`src/rtl/packet_profiler_pkg.sv`:
```
// Shared widths and saturating-add helper for the packet profiler and its status register map.
package packet_profiler_pkg;

    localparam int unsigned DW_DEFAULT  = 512;
    localparam int unsigned CW_DEFAULT  = 16;
    localparam int unsigned PCW_DEFAULT = 32;

    // Add a+b and clamp to the all-ones value of a w-bit field (w <= 63).
    function automatic logic [63:0] sat_add(input logic [63:0] a, input logic [63:0] b,
                                            input int unsigned w);
        logic [64:0] sum;
        logic [64:0] lim;
        sum = {1'b0, a} + {1'b0, b};
        lim = (65'(1) << w) - 65'(1);
        if (sum > lim) begin
            return lim[63:0];
        end
        return sum[63:0];
    endfunction

endpackage

```
`src/rtl/packet_profiler_keep_popcount.sv`:
```
// Counts set bits of a byte-enable vector; optionally registered.
module packet_profiler_keep_popcount #(
    parameter int unsigned NB  = 64,
    parameter bit          REG = 1'b0
) (
    input  logic                       clk,
    input  logic                       reset,
    input  logic [NB-1:0]              keep,
    output logic [$clog2(NB+1)-1:0]    count
);

    localparam int unsigned PW = $clog2(NB + 1);

    logic [PW-1:0] sum;

    always_comb begin
        sum = '0;
        for (int i = 0; i < NB; i++) begin
            sum = sum + PW'(keep[i]);
        end
    end

    generate
        if (REG) begin : g_reg
            always_ff @(posedge clk or posedge reset) begin
                if (reset) begin
                    count <= '0;
                end else begin
                    count <= sum;
                end
            end
        end else begin : g_comb
            logic unused_clk;
            assign unused_clk = clk ^ reset;
            assign count      = sum;
        end
    endgenerate

endmodule

```
`src/rtl/packet_profiler.sv`:
```
// Passive AXI-Stream monitor: per-packet beat/byte lengths, min/max beats, packet count, overflow.
module packet_profiler
    import packet_profiler_pkg::*;
#(
    parameter int unsigned DW  = DW_DEFAULT,
    parameter int unsigned CW  = CW_DEFAULT,
    parameter int unsigned PCW = PCW_DEFAULT
) (
    input  logic                           clk,
    input  logic                           reset,
    input  logic                           clear,
    input  logic [DW-1:0]                  axis_tdata,
    input  logic [DW/8-1:0]                axis_tkeep,
    input  logic                           axis_tlast,
    input  logic                           axis_tvalid,
    input  logic                           axis_tready,
    output logic [CW-1:0]                  last_cycles,
    output logic [CW+$clog2(DW/8)-1:0]     last_bytes,
    output logic [CW-1:0]                  min_cycles,
    output logic [CW-1:0]                  max_cycles,
    output logic [PCW-1:0]                 packet_count,
    output logic                           packet_done,
    output logic                           overflow
);

    localparam int unsigned KW = DW / 8;
    localparam int unsigned PW = $clog2(KW + 1);
    localparam int unsigned BW = CW + $clog2(KW);

    logic [PW-1:0]  keep_cnt;
    logic [CW-1:0]  beat_acc;
    logic [BW-1:0]  byte_acc;
    logic           beat;
    logic [CW-1:0]  cyc_sum;
    logic [BW-1:0]  byt_sum;
    logic [PCW-1:0] pkt_base;
    logic [PCW-1:0] pkt_sum;
    logic [CW-1:0]  min_base;
    logic [CW-1:0]  max_base;
    logic           ovf_base;
    logic           ovf_hit;
    logic           unused_tdata;

    assign unused_tdata = ^axis_tdata;

    packet_profiler_keep_popcount #(
        .NB  (KW),
        .REG (1'b0)
    ) u_popcount (
        .clk   (clk),
        .reset (reset),
        .keep  (axis_tkeep),
        .count (keep_cnt)
    );

    // A clear coinciding with a tlast beat makes that packet the first one after clear.
    always_comb begin
        beat     = axis_tvalid & axis_tready;
        cyc_sum  = CW'(sat_add(64'(beat_acc), 64'd1, CW));
        byt_sum  = BW'(sat_add(64'(byte_acc), 64'(keep_cnt), BW));
        pkt_base = clear ? '0 : packet_count;
        pkt_sum  = PCW'(sat_add(64'(pkt_base), 64'd1, PCW));
        min_base = clear ? '1 : min_cycles;
        max_base = clear ? '0 : max_cycles;
        ovf_base = clear ? 1'b0 : overflow;
        ovf_hit  = (&cyc_sum) | (&byt_sum) | (axis_tlast & (&pkt_sum));
    end

    always_ff @(posedge clk or posedge reset) begin
        if (reset) begin
            beat_acc     <= '0;
            byte_acc     <= '0;
            last_cycles  <= '0;
            last_bytes   <= '0;
            min_cycles   <= '1;
            max_cycles   <= '0;
            packet_count <= '0;
            packet_done  <= 1'b0;
            overflow     <= 1'b0;
        end else begin
            packet_done <= 1'b0;
            if (clear) begin
                min_cycles   <= '1;
                max_cycles   <= '0;
                packet_count <= '0;
                overflow     <= 1'b0;
            end
            if (beat) begin
                overflow <= ovf_base | ovf_hit;
                if (axis_tlast) begin
                    last_cycles  <= cyc_sum;
                    last_bytes   <= byt_sum;
                    min_cycles   <= (cyc_sum < min_base) ? cyc_sum : min_base;
                    max_cycles   <= (cyc_sum > max_base) ? cyc_sum : max_base;
                    packet_count <= pkt_sum;
                    packet_done  <= 1'b1;
                    beat_acc     <= '0;
                    byte_acc     <= '0;
                end else begin
                    beat_acc <= cyc_sum;
                    byte_acc <= byt_sum;
                end
            end
        end
    end

endmodule
```
`config.mk`:
```
export PLATFORM = sky130hd
export DESIGN_NAME = packet_profiler
export DESIGN_NICKNAME = d
export VERILOG_FILES = /design/src/rtl/packet_profiler_pkg.sv /design/src/rtl/packet_profiler_keep_popcount.sv /design/src/rtl/packet_profiler.sv
export SDC_FILE = /design/constraint.sdc
export NUM_CORES = 1
export LEC_CHECK = 0
export CAP_MARGIN = 0
export CORE_AREA = 2 2 265 267
export DETAILED_ROUTE_END_ITERATION = 16
export DIE_AREA = 0 0 267 269
export PLACE_DENSITY_LB_ADDON = 0.3
export RECOVER_POWER = 25
export SLEW_MARGIN = 30
export SYNTH_ARGS = -nofsm -noshare
export SYNTH_HDL_FRONTEND = slang
export SYNTH_HIERARCHICAL = 1
export SYNTH_SLANG_ARGS = --single-unit
```
`constraint.sdc`:
```
create_clock -name clk -period 6.3 [get_ports clk]
set_input_delay 0.945 -clock clk [delete_from_list [all_inputs] [get_ports clk]]
set_output_delay 0.945 -clock clk [all_outputs]
set_load 0.1 [all_outputs]
```
Yosys cells after proc, flatten, opt, wreduce, memory -nomap -nowiden
Cells that the tools add are included.
W data, S select, Z words.
Storage, ports and cells
  output and inout bits: 104
  memory bits (read-only): 0
  word-level logic and storage cells: 115
  memory bits (writable): 0
  flip-flop bits (word level): 142
  bits in latches: 0
  bits of input ports: 582
  memories: 0
Operators by class
  multiply operators: 0
  mux-type cells: 26
  order comparisons: 5
  div/mod/pow operators: 0
  reduce and logical (&&, ||, !) cells: 4
  eq/ne operators: 0
  shifts and indexed selects: 0
  bitwise logic cells: 5
  $add $sub $neg: 66
Operators with widths (count)
  $add A7 B1 Y7: 62
  $mux W16: 11
  $mux W32: 5
  $mux W22: 3
  $add A32 B1 Y33 const B: 1
  $gt A33 B32 Y1 const B: 1
  $reduce_and A32 Y1: 1
  $add A22 B7 Y23: 1
  $gt A23 B22 Y1 const B: 1
  $reduce_and A22 Y1: 1
  $add A16 B1 Y17 const B: 1
  $gt A17 B16 Y1 const B: 1
  $gt A16 B16 Y1: 1
  $lt A16 B16 Y1: 1
  $reduce_and A16 Y1: 1
  $mux W1: 7
  $or A1 B1 Y1: 3
  $add A1 B1 Y2: 1
  $and A1 B1 Y1: 2
  $reduce_and A2 Y1: 1

Longest topological paths before layout
Gate-level depths: netlist of the first run.
  depth in word-level cells: 72
  mapped depth: 29
  depth with buffers taken out: 29

Cells and area by module
Netlist of the first run, hierarchy kept.
By module, submodules not included
  packet_profiler: sequential area each 3573.4 um2, times used 1, area each 8857.2 um2, cells an instance 1002
  packet_profiler_keep_popcount: sequential area each 0.0 um2, times used 1, area each 1811.7 um2, cells an instance 190

Worst setup path after synthesis of the first run
No wires, ideal clock.
  path type: input-to-reg
  from: input axis_tkeep[0]
  to: register overflow
  path buffers: 0
  stages: 26
  data required time: 6.174 ns
  setup time: 0.126 ns
  arrival: 8.494 ns
  setup slack: -2.320 ns
  cell sequence: fa_1 -> inv_1 -> fa_1 -> inv_1 -> fa_1 -> fa_1 -> fa_1 -> fa_1 -> fa_1 -> inv_1 -> fa_1 -> fa_1 -> inv_1 -> fa_1 -> a21o_2 -> a21oi_1 -> xnor2_1 -> ha_1 -> o21a_1 -> o31ai_1 -> a21oi_1 -> nand2_1 -> or4b_2 -> o21ai_0 -> nand4bb_1 -> o31ai_1
On the way
  cells in the longest elaborated chain, start to end: 72
RTL lines
  start, declared: RTL line packet_profiler.sv:13  | input logic [DW/8-1:0] axis_tkeep,
  $add A1 B1 Y2 (*): RTL line packet_profiler_keep_popcount.sv:19  | sum = sum + PW'(keep[i]);
  $add A7 B1 Y7 (*) (62 in series): RTL line packet_profiler_keep_popcount.sv:19
  named net keep_cnt[4]: RTL line packet_profiler.sv:30  | logic [PW-1:0] keep_cnt;
  $add A22 B7 Y23 (*): RTL line packet_profiler_pkg.sv:13  | sum = {1'b0, a} + {1'b0, b};
  $gt A23 B22 Y1: RTL line packet_profiler_pkg.sv:15  | if (sum > lim) begin
  $mux W1: RTL line packet_profiler_pkg.sv:15
  $mux W22 (*): RTL line packet_profiler_pkg.sv:18  | return sum[63:0];
  $reduce_and A22 Y1 (*): RTL line packet_profiler.sv:66  | ovf_hit = (&cyc_sum) | (&byt_sum) | (axis_tlast & (&pkt_sum));
  $or A1 B1 Y1 (*) (2 in series): RTL line packet_profiler.sv:66
  $or A1 B1 Y1 (*): RTL line packet_profiler.sv:89  | overflow <= ovf_base | ovf_hit;
  $mux W1 (*): RTL line packet_profiler.sv:88  | if (beat) begin
  end signal, assigned: RTL line packet_profiler.sv:89
  end, declared: RTL line packet_profiler.sv:23  | output logic overflow
The timed path passes the listed nets; every way through them passes the cells marked *.
A chain may end at the register's enable or synchronous reset.

Final worst setup path of the first run
  from: input axis_tkeep[1]
  to: register overflow
Same word-level chain as after synthesis.

==> flow_metrics.tcl, run 1 <==
set metrics [dict create \
    clk_latency_ns 0.45 \
    clk_path_buf_depth 2 \
    wl_per_cell_microns 16.13 \
    syn-cell-area_sq_um 10670 \
    yosys_warnings 6 \
    dr_total_vias 9619 \
    area_growth_pct 40.85 \
    grt_usage_pct 10.58 \
    firstDrtPassIters 5 \
    drv_cap 1 \
    die-area_sq_um 71820 \
    grt_max_degree 83 \
    grt_pass1_vias 10030 \
    cts_root_buf "clkbuf_16" \
    grt_setup_unrepaired "true" \
    h-tree-depth 4 \
    pin_count 686 \
    n_antenna_cell 0 \
    drt-initial-drc-count 536 \
    via_per_inst 4.062 \
    core_area_sq_um 69300 \
    finalSetupViolations 45 \
    cp_data_required_time_ns 6.66 \
    finalCriticalPeriod_ns 7.996 \
    final_nets 2112 \
    violations "capacitance limit, slew limit, setup timing" \
    drive_gt1_share_pct 19.96 \
    layout.cells.most_common "dfrtp_1" \
    wl_met1_microns 17940 \
    place_congestion 0.8861 \
    fillers 7577 \
    hpwlAfterDp_microns 29130 \
    path_max_fanout 5 \
    place_ws_ns -2.564 \
    clock_sinks 142 \
    wl_microns 38190 \
    worstPathArrival_ns 8.36 \
    path_common_cell "fa_1" \
    outcome "finished, violations left" \
    end_kind "flop" \
    drc_errors 0 \
    grt_overflow 0 \
    rows 97 \
    avgSynthCellArea_sq_um 8.950 \
    slowest_stage "fa_1" \
    hp-class "reg2reg" \
    synth_edf_count 0 \
    design_area_sq_um 15030 \
    synthArstFlopShare_pct 100.0 \
    postCtsHoldBufs 0 \
    ys_types 81 \
    finalCritPeriodShare_pct 126.9 \
    yosysSeqAreaShare_pct 33.49 \
    fmax_mhz 125.1 \
    initial_core_util_pct 15.40 \
    final_cell_mix "dfrtp_1, inv_1, nand2_1, clkdlybuf4s50_1, nor2_1" \
    die_h_microns 269 \
    antenna_found_initial 0 \
    maxSlewViolCount 83 \
    synth_fp_nets 1889 \
    start_kind "input pin" \
    grt_pass1_wl_microns 59200 \
    yosys.area.top_type "dfrtp_1" \
    ys_ff_latch 142 \
    path_class "in2reg" \
    antenna_left 0 \
    route.met3.wl_microns 1881 \
    cpPeakStageDelay_ns 0.54 \
    clk_pin_slew_ns 0.07 \
    relSlewSlack_pct -165.0 \
    synth.top_cell.area_share_pct 29.55 \
    finalWorstSetupSlack_ns -1.696 \
    tightestPinTransition_ns 3.954 \
    cts_tree "done" \
    skew_ns 0.02012 \
    met2_length_microns 17800 \
    routed.top_layer "met4" \
    cts_made_buffers 17 \
    finalHoldViolations 0 \
    syn_inst 1192 \
    synth_flop_cell "dfrtp_1" \
    placement.cell_area_sq_um 13790 \
    synthTopCellsByArea "dfrtp_1, fa_1, ha_1" \
    fp.dieW_microns 267 \
    portBuffers 173 \
]
[metal layers]
| layer | up-vias | track usage (%) |
|---|---|---|
| met1 | 4774 | 14.30 |
| met4 | 0 | 2.536 |
| li1 | 4581 | - |
| met5 | - | 0 |
| met2 | 232 | 16.98 |
| met3 | 32 | 2.502 |
[sequential cells by signal (all words and copies together), names as in the netlist]
name and flops:
beat_acc 16, byte_acc 22, last_bytes 22, last_cycles 16
max_cycles 16, min_cycles 16, overflow 1, packet_count 32
packet_done 1
[stage by stage]
stage          util, %  hold slack, ns  setup TNS (ns)  std cells
6_report         21.68          0.4801          -62.00       2368
5_1_grt          21.68          0.5140          -72.21       2368
4_1_cts          21.21          0.4850          -68.28       2357
3_5_place_dp     19.89          0.4692          -99.27       2309
3_3_place_gp     20.03          0.4713          -95.89       2309
2_1_floorplan        -          0.4538          -56.88       1192
[critical path, delay by kind of cell]
kind | cells | cell delay (ns)
fa+ha+maj | 11 | 5.00
simple gates | 3 | 0.71
buf+inv | 6 | 0.44
xor+xnor | 1 | 0.09
mux | 1 | 0.08
compound gates | 6 | 1.08
[cell usage after synthesis, types with 8 or more instances]
cell type and count:
xor2_1 16, a21o_1 11, nor2b_1 16, nand3_1 36, fa_1 55, and3_1 22
a21oi_1 54, and2_1 13, nor4_1 10, inv_1 135, ha_1 60, a31oi_1 17
o21a_1 8, mux2i_1 38, nand2b_1 11, dfstp_2 16, o21ai_0 77, xnor2_1 18
nand4_1 21, nor3_1 27, dfrtp_1 126, clkbuf_1 37, nor2_1 87, nand2_1 124
o22ai_1 9, o211ai_1 12
[logic make-up (layout without fill, tap and decap cells)]
| family | after synthesis | count (layout) | synth area share (%) |
|---|---|---|---|
| AND/OR/NAND/NOR | 424 | 424 | 20.92 |
| AO/OA/AOI/OAI | 251 | 251 | 14.87 |
| buffers and inverters | 187 | 423 | 6.896 |
| flip-flops | 142 | 142 | 33.49 |
| adder cells (fa/ha/maj) | 115 | 115 | 17.36 |
| multiplexers | 39 | 39 | 3.671 |
| XOR/XNOR | 34 | 34 | 2.791 |
[cell type report]
class                   instances  area [sq um]  share of cell area (%)
multi-input cells             863          6889                   45.85
inverters                     136         511.7                   3.405
clock inverters                14         135.1                  0.8993
clock buffers                  18         439.2                   2.923
well taps                     940          1176                   7.827
repair buffers                255          2302                   15.32
flip-flops and latches        142          3573                   23.78
[what timing repair did]
| action | 4_1_cts | 5_1_grt |
|---|---|---|
| setup endpoints to repair | 45 | 45 |
| gates cloned | 1 | 0 |
| resized for setup | 116 | 81 |
| pin swaps | 65 | 66 |
| hold endpoints to repair | 0 | 0 |
| buffers inserted | 21 | 14 |
[final timing paths]
| path | startpoint | endpoint | slack (ns) | depth (start not counted) |
|---|---|---|---|---|
| worst max-delay path | axis_tkeep[1] | overflow | -1.70 | 28 |
| worst min-delay path | last_cycles[7] | last_cycles[7] | 0.48 | 2 |
| worst max register to register | beat_acc[1] | min_cycles[0] | 1.88 | 13 |
| worst min register to register | last_cycles[7] | last_cycles[7] | 0.48 | 2 |
| max in group asynchronous | reset | packet_count[22] | 2.07 | 3 |
| min in group asynchronous | reset | last_bytes[6] | 2.12 | 2 |
Power of run 1 is left out: the tool's default activity adds up to more than one toggle a clock period on the data nets, which glitch-free logic cannot reach.
==> run 2: changes to the inputs <==
Settings changed: GPL_TIMING_DRIVEN set to 0, SKIP_CTS_REPAIR_TIMING set to 1.
==> run 2 against run 1 <==
The run still ends with capacitance limit, slew limit, setup timing left. Fmax shrank 5.1%. Global-route usage grew 0.62 points. Clock skew shrank 0.0096 ns. Clock-buffer cell count shrank 1. Critical endpoint unchanged. Highest routed layer unchanged.
==> flow_metrics.tcl, run 2 (synthesized netlist as in run 1, its figures left out) <==
set metrics [dict create \
    finalCritPeriodShare_pct 133.7 \
    wl_per_cell_microns 17.42 \
    clk_pin_slew_ns 0.07 \
    hpwlAfterDp_microns 31510 \
    layout.cells.most_common "clkdlybuf4s50_1" \
    whs_ns 0.4841 \
    grt_usage_pct 11.21 \
    die-area_sq_um 71820 \
    placement.cell_area_sq_um 13660 \
    die_h_microns 269 \
    antenna_left 0 \
    cts_tree "done" \
    holdPathEnd "byte_acc[2]" \
    end_kind "flop" \
    grt_setup_unrepaired "true" \
    drive_gt1_share_pct 15.78 \
    place_congestion 0.8387 \
    rows 97 \
    path_max_fanout 7 \
    cts_made_buffers 17 \
    wl_microns 41220 \
    pin_count 686 \
    grt_overflow 0 \
    antenna_found_initial 0 \
    regMostFlops "packet_count" \
    grt_pass1_vias 9787 \
    firstDrtPassIters 6 \
    portBuffers 172 \
    tightestPinTransition_ns 2.851 \
    dr_total_vias 9898 \
    fmax_mhz 118.7 \
    cts_root_buf "clkbuf_16" \
    grt_max_degree 82 \
    violations "capacitance limit, slew limit, setup timing" \
    maxSlewViolCount 145 \
    finalWorstSetupSlack_ns -2.124 \
    stdcell_count 2366 \
    design_area_sq_um 14940 \
    h-tree-depth 4 \
    finalHoldViolations 0 \
    largestRegisters "packet_count (32), byte_acc (22), last_bytes (22)" \
    n_antenna_cell 0 \
    drv_cap 2 \
    worstPathArrival_ns 8.78 \
    hold_depth 2 \
    clock_sinks 142 \
    cp_data_required_time_ns 6.66 \
    drt-initial-drc-count 636 \
    timing.rr.end "max_cycles[9]" \
    drc_errors 0 \
    largest_register_ffs 32 \
    start_kind "input pin" \
    skew_ns 0.01048 \
    clk_path_buf_depth 2 \
    final_nets 2110 \
    path_class "in2reg" \
    relSlewSlack_pct -91.10 \
    grt_pass1_wl_microns 60760 \
    core_area_sq_um 69300 \
    place_inst 2305 \
    clk_latency_ns 0.46 \
    worstRegToRegCells 17 \
    hp-class "reg2reg" \
    finalSetupViolations 45 \
    finalCriticalPeriod_ns 8.424 \
    outcome "finished, violations left" \
    final_cell_mix "clkdlybuf4s50_1, dfrtp_1, nand2_1, inv_1, nor2_1" \
    ff2ff_setup_slack_ns 1.10 \
    worstHoldStart "byte_acc[2]" \
    via_per_inst 4.183 \
    reg2reg_from "beat_acc[1]" \
    fp.dieW_microns 267 \
    area_growth_pct 40.03 \
    initial_core_util_pct 15.40 \
]
==> run 2: critical path, stage by stage <==
cell             delay (ns)
clkdlybuf4s50_1        0.45
inv_1                  0.05
fa_1                   0.47
fa_1                   0.55
fa_1                   0.45
fa_1                   0.52
fa_1                   0.58
fa_1                   0.46
fa_1                   0.50
fa_1                   0.54
inv_2                  0.05
ha_4                   0.16
fa_2                   0.37
a21o_4                 0.23
a21oi_4                0.20
xnor2_4                0.15
ha_4                   0.24
buf_4                  0.14
a21oi_2                0.13
nand2_2                0.07
o211ai_1               0.18
buf_4                  0.19
nand2_8                0.08
nand4_1                0.17
mux2i_2                0.12
or4_4                  0.53
o31ai_4                0.23
==> run 2: metal layers <==
metal	wire, microns	global-route usage [%]	share of wire, %
met1	18370	14.52	45
met2	20090	18.95	49
met3	1998	2.237	4.8
met4	765	3.022	1.9
met5	0	0	0
==> run 2: area by class of cell <==
type	instances	area [sq um]
inverters	136	511.7
clock buffers	17	425.4
fillers	7606	54360
flip-flops and latches	142	3573
multi-input cells	863	6868
repair buffers	202	1951
plain buffers	51	236.5
clock inverters	15	197.7
well taps	940	1176
==> run 2: worst max path at each step <==
stage,depth (start not counted),start,to
CTS,27,axis_tkeep[0],overflow
finish,27,axis_tkeep[12],overflow
floorplan,26,axis_tkeep[0],overflow
global route,29,axis_tkeep[1],overflow
global placement,27,axis_tkeep[0],overflow
detailed placement,27,axis_tkeep[0],overflow
==> run 2: metrics by stage <==
step | utilization, % | worst slack [ns] | TNS, ns
6_report | 21.56 | -2.124 | -72.29
2_1_floorplan | - | -1.800 | -56.88
5_1_grt | 21.56 | -2.321 | -81.63
3_5_place_dp | 19.71 | -3.116 | -106.43
3_3_place_gp | 19.74 | -3.091 | -232.56
4_1_cts | 20.61 | -2.644 | -85.16
Power of run 2 is left out for the same reason.
==> run 3: changes to the inputs <==
Settings changed: CTS_BUF_LIST set to sky130_fd_sc_hd__clkbuf_4 sky130_fd_sc_hd__clkbuf_8 sky130_fd_sc_hd__clkbuf_16.
==> results of run 3 <==
The final DEF is identical to that of run 2; final timing and power are the same.
Power of run 3 is left out for the same reason.
